--- src/rtl/wb_cmd_master_if.sv ---
// Command/response handshake plus Wishbone B4 pipelined bus signals for wb_cmd_master.
// Names are seen from the master side: i_* are driven toward it, o_* are driven by it.
interface wb_cmd_master_if #(
  parameter int AW = 30,
  parameter int DW = 32
);
  logic          i_cmd_valid;
  logic          o_cmd_ready;
  logic          i_cmd_we;
  logic [AW-1:0] i_cmd_addr;
  logic [DW-1:0] i_cmd_data;
  logic [DW/8-1:0] i_cmd_sel;

  logic          o_rsp_valid;
  logic          i_rsp_ready;
  logic [DW-1:0] o_rsp_data;
  logic          o_rsp_err;
  logic          o_rsp_timeout;

  logic          o_wb_cyc;
  logic          o_wb_stb;
  logic          o_wb_we;
  logic [AW-1:0] o_wb_addr;
  logic [DW-1:0] o_wb_data;
  logic [DW/8-1:0] o_wb_sel;
  logic          i_wb_ack;
  logic          i_wb_stall;
  logic          i_wb_err;
  logic [DW-1:0] i_wb_data;

  modport master (
    input  i_cmd_valid, i_cmd_we, i_cmd_addr, i_cmd_data, i_cmd_sel, i_rsp_ready,
    input  i_wb_ack, i_wb_stall, i_wb_err, i_wb_data,
    output o_cmd_ready, o_rsp_valid, o_rsp_data, o_rsp_err, o_rsp_timeout,
    output o_wb_cyc, o_wb_stb, o_wb_we, o_wb_addr, o_wb_data, o_wb_sel
  );

  modport slave (
    output i_cmd_valid, i_cmd_we, i_cmd_addr, i_cmd_data, i_cmd_sel, i_rsp_ready,
    output i_wb_ack, i_wb_stall, i_wb_err, i_wb_data,
    input  o_cmd_ready, o_rsp_valid, o_rsp_data, o_rsp_err, o_rsp_timeout,
    input  o_wb_cyc, o_wb_stb, o_wb_we, o_wb_addr, o_wb_data, o_wb_sel
  );
endinterface

--- src/rtl/wb_cmd_master.sv ---
// Single-transaction Wishbone B4 pipelined master: one command in, one bus cycle out,
// one response back. Ends a cycle on ack, err or a cyc-high timeout.
module wb_cmd_master #(
  parameter int AW      = 30,
  parameter int DW      = 32,
  parameter int TIMEOUT = 255
) (
  input  logic           i_clk,
  input  logic           i_reset_n,
  wb_cmd_master_if.master bus
);
  localparam logic [1:0] S_IDLE = 2'd0;
  localparam logic [1:0] S_REQ  = 2'd1;
  localparam logic [1:0] S_WAIT = 2'd2;
  localparam logic [1:0] S_RESP = 2'd3;
  localparam int CW = (TIMEOUT > 0) ? $clog2(TIMEOUT + 1) : 1;

  logic [1:0]      r_state;
  logic [CW-1:0]   r_cnt;
  logic            r_cyc, r_stb, r_we;
  logic [AW-1:0]   r_addr;
  logic [DW-1:0]   r_data;
  logic [DW/8-1:0] r_sel;
  logic            r_rsp_valid, r_rsp_err, r_rsp_to;
  logic [DW-1:0]   r_rsp_data;

  logic w_busy, w_err_hit, w_ack_hit, w_tmo, w_fail;

  // r_cnt counts completed cyc-high cycles, so hitting TIMEOUT-1 marks the last allowed one
  generate
    if (TIMEOUT > 0) begin : g_tmo
      assign w_tmo = r_cyc && (r_cnt == CW'(TIMEOUT - 1));
    end else begin : g_no_tmo
      assign w_tmo = 1'b0;
    end
  endgenerate

  // err beats ack beats timeout; ack is only meaningful once the request was accepted
  assign w_busy    = (r_state == S_REQ) || (r_state == S_WAIT);
  assign w_err_hit = w_busy && bus.i_wb_err;
  assign w_ack_hit = (r_state == S_WAIT) && bus.i_wb_ack;
  assign w_fail    = w_err_hit || (!w_ack_hit && w_tmo);

  always_ff @(posedge i_clk or negedge i_reset_n) begin
    if (!i_reset_n) begin
      r_state     <= S_IDLE;
      r_cnt       <= '0;
      r_cyc       <= 1'b0;
      r_stb       <= 1'b0;
      r_we        <= 1'b0;
      r_addr      <= '0;
      r_data      <= '0;
      r_sel       <= '0;
      r_rsp_valid <= 1'b0;
      r_rsp_err   <= 1'b0;
      r_rsp_to    <= 1'b0;
      r_rsp_data  <= '0;
    end else begin
      if (r_cyc) r_cnt <= r_cnt + 1'b1;
      case (r_state)
        S_IDLE: if (bus.i_cmd_valid) begin
          r_we    <= bus.i_cmd_we;
          r_addr  <= bus.i_cmd_addr;
          r_data  <= bus.i_cmd_data;
          r_sel   <= bus.i_cmd_sel;
          r_cnt   <= '0;
          r_cyc   <= 1'b1;
          r_stb   <= 1'b1;
          r_state <= S_REQ;
        end
        S_REQ, S_WAIT: begin
          if (w_fail) begin
            r_cyc       <= 1'b0;
            r_stb       <= 1'b0;
            r_rsp_data  <= '0;
            r_rsp_err   <= 1'b1;
            r_rsp_to    <= !w_err_hit;
            r_rsp_valid <= 1'b1;
            r_state     <= S_RESP;
          end else if (w_ack_hit) begin
            r_cyc       <= 1'b0;
            r_rsp_data  <= r_we ? '0 : bus.i_wb_data;
            r_rsp_err   <= 1'b0;
            r_rsp_to    <= 1'b0;
            r_rsp_valid <= 1'b1;
            r_state     <= S_RESP;
          end else if ((r_state == S_REQ) && !bus.i_wb_stall) begin
            r_stb   <= 1'b0;
            r_state <= S_WAIT;
          end
        end
        S_RESP: if (bus.i_rsp_ready) begin
          r_rsp_valid <= 1'b0;
          r_state     <= S_IDLE;
        end
        default: r_state <= S_IDLE;
      endcase
    end
  end

  assign bus.o_cmd_ready   = (r_state == S_IDLE);
  assign bus.o_rsp_valid   = r_rsp_valid;
  assign bus.o_rsp_data    = r_rsp_data;
  assign bus.o_rsp_err     = r_rsp_err;
  assign bus.o_rsp_timeout = r_rsp_to;
  assign bus.o_wb_cyc      = r_cyc;
  assign bus.o_wb_stb      = r_stb;
  assign bus.o_wb_we       = r_we;
  assign bus.o_wb_addr     = r_addr;
  assign bus.o_wb_data     = r_data;
  assign bus.o_wb_sel      = r_sel;
endmodule

--- src/flat_wrapper.sv ---
// flat-port wrapper written by rule: the top's interface ports become plain ports
module wb_cmd_master_flat 
#(
  parameter int AW      = 30,
  parameter int DW      = 32,
  parameter int TIMEOUT = 255
)
  (i_clk, i_reset_n, bus_i_cmd_valid, bus_i_cmd_we, bus_i_cmd_addr, bus_i_cmd_data, bus_i_cmd_sel, bus_i_rsp_ready, bus_i_wb_ack, bus_i_wb_stall, bus_i_wb_err, bus_i_wb_data, bus_o_cmd_ready, bus_o_rsp_valid, bus_o_rsp_data, bus_o_rsp_err, bus_o_rsp_timeout, bus_o_wb_cyc, bus_o_wb_stb, bus_o_wb_we, bus_o_wb_addr, bus_o_wb_data, bus_o_wb_sel);
  wb_cmd_master_if #(.AW(AW), .DW(DW)) bus_i ();
  input  logic i_clk;
  input  logic i_reset_n;
  input wire logic [$bits(bus_i.i_cmd_valid)-1:0] bus_i_cmd_valid;
  input wire logic [$bits(bus_i.i_cmd_we)-1:0] bus_i_cmd_we;
  input wire logic [$bits(bus_i.i_cmd_addr)-1:0] bus_i_cmd_addr;
  input wire logic [$bits(bus_i.i_cmd_data)-1:0] bus_i_cmd_data;
  input wire logic [$bits(bus_i.i_cmd_sel)-1:0] bus_i_cmd_sel;
  input wire logic [$bits(bus_i.i_rsp_ready)-1:0] bus_i_rsp_ready;
  input wire logic [$bits(bus_i.i_wb_ack)-1:0] bus_i_wb_ack;
  input wire logic [$bits(bus_i.i_wb_stall)-1:0] bus_i_wb_stall;
  input wire logic [$bits(bus_i.i_wb_err)-1:0] bus_i_wb_err;
  input wire logic [$bits(bus_i.i_wb_data)-1:0] bus_i_wb_data;
  output wire logic [$bits(bus_i.o_cmd_ready)-1:0] bus_o_cmd_ready;
  output wire logic [$bits(bus_i.o_rsp_valid)-1:0] bus_o_rsp_valid;
  output wire logic [$bits(bus_i.o_rsp_data)-1:0] bus_o_rsp_data;
  output wire logic [$bits(bus_i.o_rsp_err)-1:0] bus_o_rsp_err;
  output wire logic [$bits(bus_i.o_rsp_timeout)-1:0] bus_o_rsp_timeout;
  output wire logic [$bits(bus_i.o_wb_cyc)-1:0] bus_o_wb_cyc;
  output wire logic [$bits(bus_i.o_wb_stb)-1:0] bus_o_wb_stb;
  output wire logic [$bits(bus_i.o_wb_we)-1:0] bus_o_wb_we;
  output wire logic [$bits(bus_i.o_wb_addr)-1:0] bus_o_wb_addr;
  output wire logic [$bits(bus_i.o_wb_data)-1:0] bus_o_wb_data;
  output wire logic [$bits(bus_i.o_wb_sel)-1:0] bus_o_wb_sel;
  assign bus_i.i_cmd_valid = bus_i_cmd_valid;
  assign bus_i.i_cmd_we = bus_i_cmd_we;
  assign bus_i.i_cmd_addr = bus_i_cmd_addr;
  assign bus_i.i_cmd_data = bus_i_cmd_data;
  assign bus_i.i_cmd_sel = bus_i_cmd_sel;
  assign bus_i.i_rsp_ready = bus_i_rsp_ready;
  assign bus_i.i_wb_ack = bus_i_wb_ack;
  assign bus_i.i_wb_stall = bus_i_wb_stall;
  assign bus_i.i_wb_err = bus_i_wb_err;
  assign bus_i.i_wb_data = bus_i_wb_data;
  assign bus_o_cmd_ready = bus_i.o_cmd_ready;
  assign bus_o_rsp_valid = bus_i.o_rsp_valid;
  assign bus_o_rsp_data = bus_i.o_rsp_data;
  assign bus_o_rsp_err = bus_i.o_rsp_err;
  assign bus_o_rsp_timeout = bus_i.o_rsp_timeout;
  assign bus_o_wb_cyc = bus_i.o_wb_cyc;
  assign bus_o_wb_stb = bus_i.o_wb_stb;
  assign bus_o_wb_we = bus_i.o_wb_we;
  assign bus_o_wb_addr = bus_i.o_wb_addr;
  assign bus_o_wb_data = bus_i.o_wb_data;
  assign bus_o_wb_sel = bus_i.o_wb_sel;
  wb_cmd_master #(.AW(AW), .DW(DW), .TIMEOUT(TIMEOUT)) u_core (.i_clk(i_clk), .i_reset_n(i_reset_n), .bus(bus_i));
endmodule
--- config.mk ---
export PLATFORM = sky130hd
export DESIGN_NAME = wb_cmd_master_flat
export DESIGN_NICKNAME = d
export VERILOG_FILES = /design/src/rtl/wb_cmd_master_if.sv /design/src/rtl/wb_cmd_master.sv /design/src/flat_wrapper.sv
export SDC_FILE = /design/constraint.sdc
export NUM_CORES = 1
export LEC_CHECK = 0
export ABC_AREA = 1
export CAP_MARGIN = 20
export CORE_MARGIN = 2
export CORE_UTILIZATION = 42
export CTS_CLUSTER_DIAMETER = 50
export CTS_CLUSTER_SIZE = 16
export DETAILED_ROUTE_END_ITERATION = 8
export PLACE_DENSITY = 0.81
export SYNTH_ARGS = -nofsm -noshare
export SYNTH_HDL_FRONTEND = slang
export SYNTH_SLANG_ARGS = --single-unit
--- constraint.sdc ---
create_clock -name i_clk -period 1.95 [get_ports i_clk]
set_input_delay 0.39 -clock i_clk [delete_from_list [all_inputs] [get_ports i_clk]]
set_output_delay 0.39 -clock i_clk [all_outputs]
set_load 0.005 [all_outputs]
==> metrics.txt <==
initial core utilization=between 40% and 50%; Final Max Slew Viols=0; first-pass GRT wire length=between 20000 and 25000 um; Synth Area in Compound Gates=between 6 and 7%; Final Routed Wirelength=approximately 13000 um; most frequent cells in the layout=nand2_1, clkdlybuf4s50_1, dfrtp_1; Clock Skew=0.00412 ns; adder-cell share of the synthesized area=1.86%; CP max stage cell=clkdlybuf4s50_1; DRC=0; post-route ant nets=0; WL/cell=approximately 15 um; dpl hpwl=9480 um; fill cell count=between 800 and 900; Rows=38; GP Congestion=~0.80; root buffer cell=clkbuf_8; H-tree levels=4; Worst path depth=1; register area share after synthesis=60.6%; CTS Buffer Depth=2; ANT cells=0; reg2reg start=u_core.r_state[1]; setup repair after global routing missed its margin=false; crit path kind=reg -> out; Worst R2R Path Depth=7; leak pwr=approximately 0.0037 uW; initial antenna violation count=0; DR vias=about 4300; Placed Cells=about 870; vias in the first global route=4400; Max Cap Violations=0; fin crit period=roughly 1.8 ns; Ys Warns=0; Slew Limit Headroom=around 72%; final setup vio count=0; crit-path cells=clkdlybuf4s50_1; Worst setup EP type=primary output; Die Ht=110 um; port bufs=210; # nets final=~860; Arr. time, crit path=between 1 and 1.5 ns; Worst Max-Slew Pin Slew=0.418 ns; crit path launch type=flip-flop; TNS Setup=0 ns; FF-to-FF End=u_core.bus.o_rsp_data[31]; worst hold path type=in -> async; Post-Syn Nets=642; Die X=around 110 um; largest family of logic cells by synthesized area=simple AND/OR/NAND/NOR gates; initial drt markers=between 300 and 400; syn avg cell area=roughly 9 um^2; outcome=completed; drt pass-1 iters=5; delay-heaviest family, CP=buffers and inverters; worst skew pair latency=around 0.50 ns; core outline area=approximately 0.011 mm^2; Syn Inst Count=approximately 530; R2R setup slack=about 0.15 ns; crit share post-route=a little over nine tenths; fraction of layout cells with a size suffix above 1=10.1%; final cell count without fillers=roughly 900; vias per std cell=~4.8; clk sink count=between 100 and 150; synthesized area=~0.0047 mm^2; post-synthesis xor/xnor area fraction=0.372%; Peak VDD IR=0.737 mV; CTS tree=yes; Power, Total=around 12000 uW; Worst-path clk slew=0.05 ns; Yosys reg bits=roughly 110; slowest stage delay, CP=about 0.54 ns; most common cell after layout, fill and taps aside=nand2_1; Max Freq=0.543 GHz; Req. time, crit path=about 1.6 ns; num ports=211; largest net degree at the start of global routing=49; mux cell area share after synthesis=0%; CP Max Fanout=5; all-layer global routing usage=a little under a quarter; GRT overflow=0; Num CTS Buffers=17; die area=0.0121 mm^2; Final Hold Vio Count=0; synth unique cells=26; pwr dens=between 1500 and 2000 mW/mm^2; WP buf/inv=1; simple-gate area share of the yosys netlist=about a quarter; synthesis-to-layout area growth=63.6%
[area by class of cell]
cell class                      instances  area (um^2)  share of cell area (%)
Tap cell                              140          175                    2.28
Inverter                               13         48.8                   0.634
Timing Repair Buffer                  227         2300                    29.9
Multi-Input combinational cell        378         1670                    21.7
Clock buffer                           19          442                    5.74
Sequential cell                       114         2850                    37.1
Clock inverter                         13          208                    2.70
[kinds of logic (layout without fill, tap and decap cells)]
kind of cell | count (synthesis) | after routing
and+or+nand+nor | 319 | 319
DFF | 114 | 114
AOI/OAI and AO/OA | 50 | 50
buffers and inverters | 37 | 272
adders and majority gates | 7 | 7
xor gates and xnor gates | 2 | 2
[synthesized netlist by cell type, drive strengths merged]
| master | count | area [um^2] |
|---|---|---|
| ha | 7 | 87.6 |
| o31ai | 1 | 7.51 |
| a21oi | 4 | 20.0 |
| a211oi | 1 | 7.51 |
| clkbuf | 9 | 33.8 |
| dfrtp | 114 | 2850 |
| a21o | 1 | 8.76 |
| o21bai | 1 | 7.51 |
| nand4 | 1 | 6.26 |
| a31oi | 1 | 6.26 |
| nor3 | 1 | 5.00 |
| o21ai | 41 | 235 |
| nand2 | 295 | 1130 |
| inv | 13 | 48.8 |
| buf | 15 | 119 |
| xor2 | 2 | 17.5 |
| nand3 | 9 | 60.1 |
| nor2 | 13 | 53.8 |
[power breakdown]
group | internal (uW) | switching, uW
clock network | 2270 | 1070
logic | 2810 | 2330
registers | 3400 | 621
[metrics by stage]
stage / area (um^2) / utilization [%] / setup slack [ns] / hold WS [ns]
global route: 7700 / 70.7 / 0.0248 / 0.394
floorplan: 4710 / - / 0.380 / 0.0944
detailed placement: 6990 / 64.2 / 0.0978 / 0.350
finish: 7700 / 70.7 / 0.110 / 0.359
CTS: 7680 / 70.5 / 0.00926 / 0.342
global placement: 6990 / 64.2 / 0.154 / 0.347
[state kept, by name, summed over array words and instances (netlist names)]
signal	count
u_core.bus.o_rsp_valid	1
u_core.bus.o_wb_stb	1
u_core.bus.o_wb_we	1
u_core.bus.o_rsp_data	32
u_core.bus.o_rsp_timeout	1
u_core.bus.o_wb_cyc	1
u_core.r_cnt	8
u_core.bus.o_wb_addr	30
u_core.r_state	2
u_core.bus.o_wb_sel	4
u_core.bus.o_wb_data	32
u_core.bus.o_rsp_err	1
[how the worst max path moves through the flow]
stage / start / slack (ns) / end
floorplan: u_core.r_state[0] / 0.38 / u_core.bus.o_rsp_data[21]
global placement: bus_i_wb_ack / 0.15 / u_core.bus.o_rsp_data[28]
detailed placement: bus_i_wb_ack / 0.1 / u_core.bus.o_rsp_data[28]
CTS: u_core.bus.o_wb_cyc / 0.009 / bus_o_wb_cyc
global route: u_core.r_state[1] / 0.02 / u_core.bus.o_rsp_data[31]
finish: u_core.bus.o_wb_cyc / 0.11 / bus_o_wb_cyc
[per-layer routing]
layer / GRT usage [%] / up-vias / share of wire, %
met5: 0 / - / 0
met4: 9.95 / 0 / 1.7
met3: 6.34 / 19 / 8.6
met2: 39.1 / 194 / 50
met1: 26.5 / 2037 / 40
li1: - / 2096 / -
[timing repair]
action,in CTS,in global routing
endpoints found under the hold margin,27,0
hold buffers,1,0
resized for setup,6,0
setup buffers,2,3
setup endpoints to repair,2,1
Power figures use the tool's default switching activity.
